### src/rtl/id_ex_stage.sv
// ID/EX pipeline register with load-use hazard detection, bubble insertion, flush and hold.
// Optional hazard statistics counters are enabled with `define HAZARD_STATS_EN.
module id_ex_stage #(
  parameter int DATA_W     = 32,
  parameter int REG_AW     = 5,
  parameter int LU_BUBBLES = 1
) (
  input  logic              clk,
  input  logic              reset_n,
  input  logic              valid_d,
  input  logic              regwrite_d,
  input  logic              memtoreg_d,
  input  logic              memwrite_d,
  input  logic              branch_d,
  input  logic              alusrc_d,
  input  logic              regdst_d,
  input  logic              jump_d,
  input  logic              ori_d,
  input  logic              bne_d,
  input  logic [1:0]        aluop_d,
  input  logic [DATA_W-1:0] rd1_d,
  input  logic [DATA_W-1:0] rd2_d,
  input  logic [DATA_W-1:0] signimm_d,
  input  logic [DATA_W-1:0] pcplus4_d,
  input  logic [REG_AW-1:0] rs_d,
  input  logic [REG_AW-1:0] rt_d,
  input  logic [REG_AW-1:0] rd_d,
  input  logic              flush_e,
  input  logic              hold_e,
  output logic              valid_e,
  output logic              regwrite_e,
  output logic              memtoreg_e,
  output logic              memwrite_e,
  output logic              branch_e,
  output logic              alusrc_e,
  output logic              regdst_e,
  output logic              jump_e,
  output logic              ori_e,
  output logic              bne_e,
  output logic [1:0]        aluop_e,
  output logic [DATA_W-1:0] rd1_e,
  output logic [DATA_W-1:0] rd2_e,
  output logic [DATA_W-1:0] signimm_e,
  output logic [DATA_W-1:0] pcplus4_e,
  output logic [REG_AW-1:0] rs_e,
  output logic [REG_AW-1:0] rt_e,
  output logic [REG_AW-1:0] rd_e,
`ifdef HAZARD_STATS_EN
  output logic [31:0]       lu_stalls,
  output logic [31:0]       flushes,
`endif
  output logic              stall_d
);

  typedef enum logic {RUN, BUBBLE} state_t;
  typedef enum logic [1:0] {LD_HOLD, LD_BUBBLE, LD_INSTR} load_t;

  state_t     state_q, state_d;
  logic [1:0] cnt_q, cnt_d;
  load_t      loadSel;
  logic       luHit;
  logic       hazBubble;

  // $zero is never a real producer, so rt_e==0 cannot create a dependency
  assign luHit = valid_e & memtoreg_e & (rt_e != '0) &
                 ((rt_e == rs_d) | (rt_e == rt_d)) & valid_d;

  assign stall_d = ((state_q == RUN) & luHit) | (state_q == BUBBLE) | hold_e;

  always_comb begin
    state_d   = state_q;
    cnt_d     = cnt_q;
    loadSel   = LD_INSTR;
    hazBubble = 1'b0;
    if (hold_e) begin
      loadSel = LD_HOLD;
    end else if (flush_e) begin
      loadSel = LD_BUBBLE;
      state_d = RUN;
      cnt_d   = 2'd0;
    end else begin
      case (state_q)
        RUN: begin
          if (luHit) begin
            loadSel   = LD_BUBBLE;
            hazBubble = 1'b1;
            cnt_d     = 2'(LU_BUBBLES - 1);
            state_d   = (LU_BUBBLES > 1) ? BUBBLE : RUN;
          end else if (!valid_d) begin
            loadSel = LD_BUBBLE;
          end
        end
        BUBBLE: begin
          loadSel   = LD_BUBBLE;
          hazBubble = 1'b1;
          // cnt counts bubbles still owed after this one
          cnt_d     = (cnt_q == 2'd0) ? 2'd0 : cnt_q - 2'd1;
          if (cnt_q <= 2'd1) state_d = RUN;
        end
        default: state_d = RUN;
      endcase
    end
  end

  always_ff @(posedge clk or negedge reset_n) begin
    if (!reset_n) begin
      state_q <= RUN;
      cnt_q   <= 2'd0;
    end else begin
      state_q <= state_d;
      cnt_q   <= cnt_d;
    end
  end

  always_ff @(posedge clk or negedge reset_n) begin
    if (!reset_n) begin
      valid_e    <= 1'b0;
      regwrite_e <= 1'b0;
      memtoreg_e <= 1'b0;
      memwrite_e <= 1'b0;
      branch_e   <= 1'b0;
      alusrc_e   <= 1'b0;
      regdst_e   <= 1'b0;
      jump_e     <= 1'b0;
      ori_e      <= 1'b0;
      bne_e      <= 1'b0;
      aluop_e    <= 2'd0;
      rd1_e      <= '0;
      rd2_e      <= '0;
      signimm_e  <= '0;
      pcplus4_e  <= '0;
      rs_e       <= '0;
      rt_e       <= '0;
      rd_e       <= '0;
    end else begin
      case (loadSel)
        LD_INSTR: begin
          valid_e    <= valid_d;
          regwrite_e <= regwrite_d;
          memtoreg_e <= memtoreg_d;
          memwrite_e <= memwrite_d;
          branch_e   <= branch_d;
          alusrc_e   <= alusrc_d;
          regdst_e   <= regdst_d;
          jump_e     <= jump_d;
          ori_e      <= ori_d;
          bne_e      <= bne_d;
          aluop_e    <= aluop_d;
          rd1_e      <= rd1_d;
          rd2_e      <= rd2_d;
          signimm_e  <= signimm_d;
          pcplus4_e  <= pcplus4_d;
          rs_e       <= rs_d;
          rt_e       <= rt_d;
          rd_e       <= rd_d;
        end
        // A bubble only has to kill state-changing controls; data fields may stay stale
        LD_BUBBLE: begin
          valid_e    <= 1'b0;
          regwrite_e <= 1'b0;
          memwrite_e <= 1'b0;
          branch_e   <= 1'b0;
          jump_e     <= 1'b0;
          bne_e      <= 1'b0;
        end
        default: ;
      endcase
    end
  end

`ifdef HAZARD_STATS_EN
  always_ff @(posedge clk or negedge reset_n) begin
    if (!reset_n) begin
      lu_stalls <= '0;
      flushes   <= '0;
    end else begin
      if (hazBubble)          lu_stalls <= lu_stalls + 32'd1;
      if (flush_e && !hold_e) flushes   <= flushes + 32'd1;
    end
  end
`endif

endmodule

### config.mk
export PLATFORM = sky130hd
export DESIGN_NAME = id_ex_stage
export DESIGN_NICKNAME = d
export VERILOG_FILES = /design/src/rtl/id_ex_stage.sv
export SDC_FILE = /design/constraint.sdc
export NUM_CORES = 1
export LEC_CHECK = 0
export BUFFER_PORTS_ARGS = -buffer_cell sky130_fd_sc_hd__buf_4
export CORE_ASPECT_RATIO = 0.7
export CORE_UTILIZATION = 42
export CTS_BUF_LIST = sky130_fd_sc_hd__clkbuf_8
export DETAILED_ROUTE_END_ITERATION = 10
export GPL_TIMING_DRIVEN = 0
export PLACE_DENSITY = 0.84
export SYNTH_ARGS = -nofsm -noshare
export SYNTH_HDL_FRONTEND = slang
export SYNTH_SLANG_ARGS = --single-unit
### constraint.sdc
create_clock -name clk -period 2.8 [get_ports clk]
set_clock_uncertainty 0.1 [all_clocks]
set_input_delay 0.28 -clock clk [delete_from_list [all_inputs] [get_ports clk]]
set_output_delay 0.28 -clock clk [all_outputs]
set_load 0.02 [all_outputs]
==> results of run 1 <==
## critical path, stage by stage (launching register included)
cell and delay (ps):
dfrtp_1 460, or3_1 420, o311a_4 360, a211oi_1 260, ha_2 260, buf_4 150, buf_2 260, mux2_2 380
## layout make-up
class	instances	area (sq um)	area share
Timing Repair Buffer	472	3960	0.367
Sequential cell	158	3950	0.367
Multi-Input combinational cell	206	2070	0.192
Clock buffer	19	262	0.0243
Tap cell	190	238	0.0221
Clock inverter	13	156	0.0145
Buffer	17	140	0.0130
Inverter	1	3.75	0.000348
## power by group through the flow
stage                     combinational (W)  clock (W)  sequential, W
final                               0.00259    0.00179        0.00311
after global routing                0.00272    0.00191        0.00317
after CTS                           0.00256    0.00182        0.00309
after detailed placement            0.00236          0        0.00312
after global placement              0.00230          0        0.00309
after floorplan                    0.000540          0        0.00371
## metal layers
| layer | vias up | track usage |
|---|---|---|
| met5 | - | 0 |
| met4 | 0 | 0.119 |
| met3 | 46 | 0.0779 |
| met2 | 224 | 0.499 |
| met1 | 2608 | 0.293 |
| li1 | 2335 | - |
## final timing paths
check                            endpoint  cells past startpoint  startpoint
worst min-delay path              state_q                      3      hold_e
worst max register to register   rd1_e[6]                      7     rt_e[0]
worst min register to register      bne_e                      2       bne_e
worst max-delay path             rd1_e[6]                      7     rt_e[0]
max in group asynchronous       rd1_e[15]                      3     reset_n
min in group asynchronous         rd_e[0]                      2     reset_n
## metrics by stage
stage / setup slack, ps / cells
global route: -25.0 / 1076
CTS: -4.28 / 1076
finish: 53.2 / 1076
floorplan: -1.10 / 384
global placement: -582 / 887
detailed placement: -664 / 888
## synthesized netlist by cell type (all sizes together)
master | count | area, sq um
nand3 | 2 | 10.0
dfrtp | 158 | 3950
ha | 2 | 25.0
nand2b | 7 | 43.8
xnor2 | 10 | 87.6
inv | 1 | 3.75
buf | 15 | 71.3
o22ai | 1 | 6.26
nand2 | 10 | 37.5
a22oi | 1 | 7.51
clkbuf | 4 | 15.0
a31o | 1 | 8.76
nor4b | 1 | 8.76
o31ai | 1 | 7.51
a211oi | 1 | 7.51
a31oi | 1 | 6.26
and3 | 1 | 7.51
o311a | 1 | 21.3
a21oi | 2 | 10.0
a21boi | 2 | 15.0
mux2 | 149 | 1680
a311o | 1 | 10.0
a211o | 1 | 10.0
a41oi | 1 | 8.76
nor2 | 3 | 11.3
o21ai | 6 | 30.0
or3 | 1 | 6.26
## kinds of logic (layout without fill, tap and decap cells)
group	after synthesis	in the layout	share of synthesized area
flops	158	158	0.647
mux	149	149	0.275
simple gates	25	25	0.0205
compound gates	20	20	0.0244
buf+inv	20	522	0.0147
xor+xnor	10	10	0.0143
fa+ha+maj	2	2	0.00410
## repair_timing
action                                  CTS  global route
endpoints found under the hold margin   208             0
gates resized for setup                  22             1
pin swaps                                 0             1
endpoints found under the setup margin  149           102
buffers inserted                          0             1
hold buffers                            157             0
## state kept, by name, summed over array words and instances (netlist names), 2 cells and up
signal and cells:
cnt_q 2, rd2_e 32, rd1_e 32, rd_e 5, pcplus4_e 32, signimm_e 32, rt_e 5, rs_e 5
aluop_e 2
==> impl_metrics.env, run 1 <==
export IMPL_switching_share=0.337
export IMPL_ys_seq_area_frac=0.647
export IMPL_antenna_found_initial=0
export IMPL_fin_crit_ps=2750
export IMPL_drtIter0Drc=119
export IMPL_clock_fmax_ghz=0.364
export IMPL_overflow=0
export IMPL_root_buffer="clkbuf_8"
export IMPL_fin_nets=1034
export IMPL_die_area_sq_mm=0.0150
export IMPL_drt_wl_total_microns=20200
export IMPL_grt_pass1_vias=5707
export IMPL_period_share=0.981
export IMPL_gp_congestion=0.803
export IMPL_clk_path_buf_depth=2
export IMPL_cts_buffers=17
export IMPL_utilization=0.767
export IMPL_drv_slew=0
export IMPL_crit_arrival_ps=2990
export IMPL_num_rows=36
export IMPL_crit_path_end_kind="flip-flop"
export IMPL_finalPower_w=0.00750
export IMPL_diodes=0
export IMPL_switchingPower_w=0.00253
export IMPL_io_buffers=313
export IMPL_yosysUniqueCellTypes=28
export IMPL_start_kind="flip-flop"
export IMPL_p_leak_nw=5.08
export IMPL_status="complete, no violations"
export IMPL_die_h_microns=103
export IMPL_numClockSinks=158
export IMPL_met3WireLength_microns=1300
export IMPL_synth_seq_cells=158
export IMPL_relSlewSlack=0.615
export IMPL_rsz0062_at_grt="true"
export IMPL_vias=5213
export IMPL_wl_per_cell_microns=18.8
export IMPL_post_dp_hpwl_microns=12100
export IMPL_final_fill_count=820
export IMPL_pwr_share_comb=0.345
export IMPL_final_cell_mix="buf_4, dfrtp_1, dlygate4sd3_1, mux2_2, clkbuf_8"
export IMPL_layout_commonest_cell="buf_4"
export IMPL_fin_tns_setup_ps=0
export IMPL_initial_core_util=0.435
export IMPL_wl_met2_microns=10900
export IMPL_drive_gt1_frac=0.582
export IMPL_rrSetupSlack_ps=50
export IMPL_synth_warnings=0
export IMPL_power_density_mw_per_mm2=695
export IMPL_grt_pass1_wl_microns=30500
export IMPL_hold_viol=0
export IMPL_tightest_slew_ps=577
export IMPL_topRoutingLayerUsed="met4"
export IMPL_whs_ps=167
export IMPL_die_w_microns=146
export IMPL_synth_area_per_cell_sq_um=15.9
export IMPL_io_pins=315
export IMPL_grt_max_degree=108
export IMPL_power_frac_clock=0.239
export IMPL_syn_nets=545
export IMPL_synth_cells=384
export IMPL_ant_nets=0
export IMPL_coreArea_sq_mm=0.0141
export IMPL_seqPwrFrac=0.415
export IMPL_synth_area_sq_mm=0.00611
export IMPL_h_tree_depth=4
export IMPL_ir_drop_mv=0.474
export IMPL_cts_tree="done"
export IMPL_cp_required_ps=3040
export IMPL_critPathMaxFanout=10
export IMPL_clk_latency_ps=450
export IMPL_drv_cap=0
export IMPL_finalSetupViolCount=0
export IMPL_vias_per_cell=4.84
export IMPL_fin_area_sq_mm=0.0108
export IMPL_syn_to_final_growth_pct=76.5
export IMPL_p_int_w=0.00497
export IMPL_path_class="flip-flop to flip-flop"
export IMPL_hold_path_class="input pin to flip-flop"
export IMPL_grt_use_total=0.269
export IMPL_wl_met1_microns=7460
export IMPL_placed_area_sq_mm=0.00873
export IMPL_clk_pin_slew_worst_paths_ps=90
export IMPL_drc=0
export IMPL_drt_pass1_iterations=4
No activity file was read; power rests on OpenSTA's default activity.
==> run 2: changes to the inputs <==
--- a/config.mk
+++ b/config.mk
@@ -5,13 +5,14 @@
 export SDC_FILE = /design/constraint.sdc
 export NUM_CORES = 1
 export LEC_CHECK = 0
+export ABC_AREA = 1
 export BUFFER_PORTS_ARGS = -buffer_cell sky130_fd_sc_hd__buf_4
 export CORE_ASPECT_RATIO = 0.7
-export CORE_UTILIZATION = 42
+export CORE_UTILIZATION = 43
 export CTS_BUF_LIST = sky130_fd_sc_hd__clkbuf_8
 export DETAILED_ROUTE_END_ITERATION = 10
 export GPL_TIMING_DRIVEN = 0
-export PLACE_DENSITY = 0.84
+export PLACE_DENSITY = 0.85
 export SYNTH_ARGS = -nofsm -noshare
 export SYNTH_HDL_FRONTEND = slang
 export SYNTH_SLANG_ARGS = --single-unit
==> run 2 against run 1 <==
Count of clock-buffer cells in the layout is 1 lower. Synthesized cell count is 11% higher. Critical path depth is 9 higher. Highest routed layer unchanged. Register-to-register slack better by 200 ps. Global-route usage is 1.0 points higher. Sequential power is 2% higher.
==> impl_metrics.env, run 2 <==
export IMPL_status="complete, no violations"
export IMPL_async_reset_ff_frac=1.00
export IMPL_yosysMostFrequentCell="dfrtp_1"
export IMPL_ys_seq_area_frac=0.637
export IMPL_critPathMaxFanout=10
export IMPL_cts_buffers=17
export IMPL_min_to="cnt_q[1]"
export IMPL_p_leak_nw=5.25
export IMPL_antenna_found_initial=1
export IMPL_min_delay_start="flush_e"
export IMPL_layout_commonest_cell="buf_4"
export IMPL_clk_latency_ps=450
export IMPL_synth_xor_area_frac=0.00282
export IMPL_die_w_microns=146
export IMPL_overflow=0
export IMPL_synth_seq_cells=158
export IMPL_drc=0
export IMPL_synth_area_sq_mm=0.00620
export IMPL_slowest_delay_ps=540
export IMPL_relSlewSlack=0.610
export IMPL_synth_cells=428
export IMPL_rrSetupSlack_ps=250
export IMPL_ir_drop_mv=0.524
export IMPL_grt_pass1_vias=6058
export IMPL_synth_edf_count=0
export IMPL_coreArea_sq_mm=0.0140
export IMPL_grt_max_degree=99
export IMPL_drt_wl_total_microns=20900
export IMPL_hold_viol=0
export IMPL_synth_top_family_by_area="multiplexers"
export IMPL_drt_pass1_iterations=4
export IMPL_path_class="input pin to flip-flop"
export IMPL_hold_path_class="input pin to flip-flop"
export IMPL_syn_to_final_growth_pct=73.9
export IMPL_cts_tree="done"
export IMPL_ctsHoldBuffers=156
export IMPL_synth_area_per_cell_sq_um=14.5
export IMPL_clock_fmax_ghz=0.384
export IMPL_synth_top_cells_by_area="dfrtp_1, mux2_2, mux2_1"
export IMPL_fin_crit_ps=2600
export IMPL_yosysUniqueCellTypes=19
export IMPL_synth_top_area_cell="dfrtp_1"
export IMPL_ant_nets=0
export IMPL_start_kind="input pin"
export IMPL_post_dp_hpwl_microns=12000
export IMPL_power_density_mw_per_mm2=701
export IMPL_synth_mux_area_frac=0.254
export IMPL_drv_slew=0
export IMPL_drv_cap=0
export IMPL_die_h_microns=102
export IMPL_final_cell_mix="buf_4, dfrtp_1, dlygate4sd3_1, mux2_2, nand2_1"
export IMPL_utilization=0.770
export IMPL_synth_warnings=0
export IMPL_initial_core_util=0.443
export IMPL_wl_per_cell_microns=18.6
export IMPL_vias=5480
export IMPL_fin_nets=1079
export IMPL_root_buffer="clkbuf_8"
export IMPL_clk_path_buf_depth=2
export IMPL_path_common_cell="nor2_1"
export IMPL_io_buffers=314
export IMPL_tightest_slew_ps=584
export IMPL_synth_top_area_frac=0.637
export IMPL_num_rows=36
export IMPL_layoutNonFillerInstCount=1123
export IMPL_place_inst=933
export IMPL_cp_required_ps=3040
export IMPL_numClockSinks=158
export IMPL_die_area_sq_mm=0.0149
export IMPL_whs_path_depth=4
export IMPL_grt_use_total=0.279
export IMPL_clk_pin_slew_worst_paths_ps=90
export IMPL_io_pins=315
export IMPL_grt_pass1_wl_microns=31500
export IMPL_synth_adder_area_share=0.00403
export IMPL_postCtsSetupRepairBufs=0
export IMPL_ys_flop_type="dfrtp_1"
export IMPL_synth_compound_area_share=0.00807
export IMPL_syn_nets=589
export IMPL_reg2reg_from="rt_e[0]"
export IMPL_cts_resized=0
export IMPL_drive_gt1_frac=0.530
export IMPL_synthTopCellsByCount="dfrtp_1, mux2_2, nand2_1"
export IMPL_finalSetupViolCount=0
export IMPL_fin_tns_setup_ps=0
export IMPL_gp_congestion=0.881
export IMPL_cp_cell_sequence="dlygate4sd3_1, buf_4, nand2_1, clkinv_1, nor2_1, nor2_1, nand3_2, nand2_2, nand2_1, nand4_1, nor2_1, ha_1, buf_2, buf_6, buf_2, mux2_1"
export IMPL_crit_path_end_kind="flip-flop"
export IMPL_reg2reg_depth=14
export IMPL_drtIter0Drc=236
export IMPL_crit_arrival_ps=2840
export IMPL_rsz0062_at_grt="false"
export IMPL_vias_per_cell=4.88
export IMPL_period_share=0.929
export IMPL_synth_simple_area_share=0.0543
export IMPL_reg2reg_to="rd2_e[17]"
export IMPL_slowest_stage="dlygate4sd3_1"
export IMPL_h_tree_depth=4
[run 2: changes by cell type in the layout (fill, tap and decap cells not counted), sizes merged, moves of 3 or more]
cell and delta:
nand2 +37, inv +24, nand3 +12, nor2 +10
mux2 -9, xnor2 -8, nand2b -7, buf +5
clkbuf -5, nand4 +3
[run 2: cell type report]
class / instances / area [sq um]
antenna: 2 / 5.00
buffer: 18 / 165
clock buffer: 18 / 248
clock inverter: 14 / 145
fill: 775 / 3220
inverter: 21 / 78.8
multi-input combinational: 231 / 2010
sequential: 158 / 3950
tap: 190 / 238
timing repair buffer: 471 / 3950
[run 2: worst max path at each step]
stage / start / to / slack, ps / cells past startpoint
2_1_floorplan: rt_e[4] / rd2_e[16] / 560 / 14
5_1_grt: rs_d[2] / rd2_e[16] / 70 / 16
3_3_place_gp: rt_e[0] / rd2_e[5] / 410 / 14
6_report: rt_d[0] / rd2_e[17] / 200 / 16
3_5_place_dp: rt_e[0] / rd2_e[3] / 330 / 14
4_1_cts: rt_d[0] / pcplus4_e[20] / 250 / 16
[run 2: routing by layer]
metal	GRT usage	share of wire	vias up
li1	-	-	2438
met1	0.311	0.38	2699
met2	0.505	0.53	282
met3	0.0748	0.062	61
met4	0.144	0.035	0
met5	0	0	-
[run 2: kinds of logic after synthesis]
group	after synthesis
simple gates	77
compound gates	10
mux	140
flops	158
fa+ha+maj	2
buf+inv	39
xor+xnor	2
[run 2: worst max-delay path: cells and delay by family]
kind                     cells  cell delay, ps
buffers and inverters        6            1350
adder cells (fa/ha/maj)      1             180
AND/OR/NAND/NOR              8             670
multiplexers                 1             350
[run 2: metrics by stage]
stage / area, sq um / hold slack (ps) / total power [W] / setup slack (ps)
after floorplan: 6200 / -116 / 0.00433 / 562
after global placement: 8800 / 369 / 0.00552 / 407
after detailed placement: 8830 / 188 / 0.00562 / 335
after CTS: 10800 / 25.1 / 0.00748 / 249
after global routing: 10800 / 42.9 / 0.00788 / 66.2
final: 10800 / 46.9 / 0.00756 / 199
[run 2: report_power, final]
group          switching (W)  total, W  internal (W)
logic                0.00136   0.00270       0.00134
registers           0.000357   0.00317       0.00281
clock network       0.000933   0.00169      0.000759
total                0.00265   0.00756       0.00491
==> run 3: changes to the inputs <==
--- a/config.mk
+++ b/config.mk
@@ -7,7 +7,7 @@
 export LEC_CHECK = 0
 export ABC_AREA = 1
 export BUFFER_PORTS_ARGS = -buffer_cell sky130_fd_sc_hd__buf_4
-export CORE_ASPECT_RATIO = 0.7
+export CORE_ASPECT_RATIO = 0.9
 export CORE_UTILIZATION = 43
 export CTS_BUF_LIST = sky130_fd_sc_hd__clkbuf_8
 export DETAILED_ROUTE_END_ITERATION = 10
==> run 3 against run 2 <==
Design area hardly changed. Sequential power hardly changed. Via count down 0.60%. Global-route usage rose by 1.7 points. Core utilization is 0.23 points lower. Highest routed layer unchanged. Register-to-register slack barely moved. Maximum frequency up 1.3%. Critical endpoint is now rd1_e[16]. Setup slack improved by 34 ps. Combinational power barely moved.
==> impl_metrics.env, run 3 (same netlist as run 2, synthesis figures left out) <==
export IMPL_multiInputGateArea_sq_mm=0.00201
export IMPL_ff_latch_area_sq_mm=0.00395
export IMPL_root_buffer="clkbuf_8"
export IMPL_clock_fmax_ghz=0.389
export IMPL_grt_busiest_layer="met2"
export IMPL_drtIter0Drc=201
export IMPL_die_w_microns=129
export IMPL_cp_required_ps=3030
export IMPL_drt_pass1_iterations=5
export IMPL_drt_wl_total_microns=22100
export IMPL_critPathMaxFanout=10
export IMPL_hold_viol=0
export IMPL_start_kind="input pin"
export IMPL_fin_tns_setup_ps=0
export IMPL_ant_nets=0
export IMPL_reg2reg_from="rt_e[0]"
export IMPL_clk_pin_slew_worst_paths_ps=100
export IMPL_final_cell_mix="buf_4, dfrtp_1, dlygate4sd3_1, mux2_2, nand2_1"
export IMPL_overflow=0
export IMPL_whs_ps=61.1
export IMPL_gp_congestion=0.875
export IMPL_whs_path_depth=4
export IMPL_cts_tree="done"
export IMPL_min_delay_start="flush_e"
export IMPL_hold_path_class="input pin to flip-flop"
export IMPL_reg2reg_depth=14
export IMPL_die_h_microns=116
export IMPL_initial_core_util=0.441
export IMPL_drv_cap=0
export IMPL_cp_cell_sequence="dlygate4sd3_1, buf_4, inv_1, nand2_1, nand2_1, nor2_1, nand3_1, nand2_2, nand2_1, nand4_1, nor2_1, ha_1, buf_2, buf_6, buf_6, mux2_1"
export IMPL_grt_pass1_wl_microns=32500
export IMPL_rsz0062_at_grt="false"
export IMPL_cts_buffers=17
export IMPL_critPathBufInv=6
export IMPL_tightest_slew_ps=694
export IMPL_cts_resized=0
export IMPL_slowest_delay_ps=530
export IMPL_grt_max_degree=85
export IMPL_clk_latency_ps=440
export IMPL_rrSetupSlack_ps=260
export IMPL_relSlewSlack=0.537
export IMPL_die_area_sq_mm=0.0149
export IMPL_grt_use_met3=0.0743
export IMPL_pre_cts_ws_ps=309
export IMPL_wl_per_cell_microns=19.6
export IMPL_status="complete, no violations"
export IMPL_postCtsSetupRepairBufs=0
export IMPL_crit_arrival_ps=2800
export IMPL_vias=5447
export IMPL_cp_depth=16
export IMPL_path_class="input pin to flip-flop"
export IMPL_finalSetupViolCount=0
export IMPL_fin_ws_ps=233
export IMPL_numClockSinks=158
export IMPL_ir_drop_mv=0.500
export IMPL_fin_nets=1079
export IMPL_coreArea_sq_mm=0.0141
export IMPL_clk_path_buf_depth=2
export IMPL_post_dp_hpwl_microns=12400
export IMPL_antenna_found_initial=0
export IMPL_h_tree_depth=4
export IMPL_grtUsageMet1=0.311
export IMPL_syn_to_final_growth_pct=74.0
export IMPL_drive_gt1_frac=0.530
export IMPL_grt_pass1_vias=6107
export IMPL_fin_crit_ps=2570
export IMPL_use_met2=0.543
export IMPL_reg2reg_to="rd1_e[16]"
export IMPL_power_density_mw_per_mm2=703
export IMPL_io_buffers=314
export IMPL_period_share=0.917
export IMPL_crit_path_end_kind="flip-flop"
export IMPL_grt_use_total=0.296
export IMPL_vias_per_cell=4.83
export IMPL_layout_commonest_cell="buf_4"
export IMPL_min_to="cnt_q[1]"
export IMPL_critPathTopFamily="buffers and inverters"
export IMPL_num_rows=41
export IMPL_path_common_cell="nand2_1"
export IMPL_io_pins=315
export IMPL_drv_slew=0
export IMPL_finalPower_w=0.00758
export IMPL_drc=0
export IMPL_ctsHoldBuffers=156
export IMPL_slowest_stage="dlygate4sd3_1"
export IMPL_p_leak_nw=5.24
export IMPL_final_fill_count=802
run 3: changes by cell type in the layout (fill, tap and decap cells not counted):
cell        change
diode_2         +1
inv_8           -2
clkinvlp_4      +2
clkbuf_8        +1
clkinv_4        +1
inv_6           -2
run 3: routing by layer:
metal	part of all wire	routed length (microns)
met1	0.36	7900
met2	0.53	11800
met3	0.066	1460
met4	0.042	922
met5	0	0
run 3: how the worst max path moves through the flow:
| stage | from | end | slack (ps) |
|---|---|---|---|
| 2_1_floorplan | rt_e[4] | rd2_e[16] | 560 |
| 3_3_place_gp | rt_e[0] | pcplus4_e[8] | 400 |
| 3_5_place_dp | rt_e[0] | pcplus4_e[17] | 310 |
| 4_1_cts | rs_d[0] | pcplus4_e[17] | 280 |
| 5_1_grt | rt_e[0] | rd1_e[16] | 110 |
| 6_report | rs_d[0] | rd1_e[16] | 230 |
run 3: power by group:
group / internal (W) / total, W / switching (W)
clock network: 0.000766 / 0.00168 / 0.000918
logic: 0.00134 / 0.00272 / 0.00138
registers: 0.00281 / 0.00318 / 0.000366
total: 0.00492 / 0.00758 / 0.00266
run 3: worst min-delay path, cell delays in order:
cell     delay [ps]
buf_4            80
inv_1            70
nand4_1          80
nand2_1          50
run 3: area by class of cell:
class / instances / area share
repair buffers: 471 / 0.366
clock buffers: 19 / 0.0242
diodes: 3 / 0.000696
multi-input cells: 231 / 0.186
inverters: 21 / 0.00730
clock inverters: 13 / 0.0119
well taps: 193 / 0.0224
plain buffers: 18 / 0.0153
flip-flops and latches: 158 / 0.366
run 3: per-stage QoR:
stage	area, sq um	std cells	util
3_3_place_gp	8800	935	0.626
4_1_cts	10800	1124	0.767
2_1_floorplan	6200	428	-
5_1_grt	10800	1124	0.767
6_report	10800	1127	0.768
3_5_place_dp	8830	936	0.628
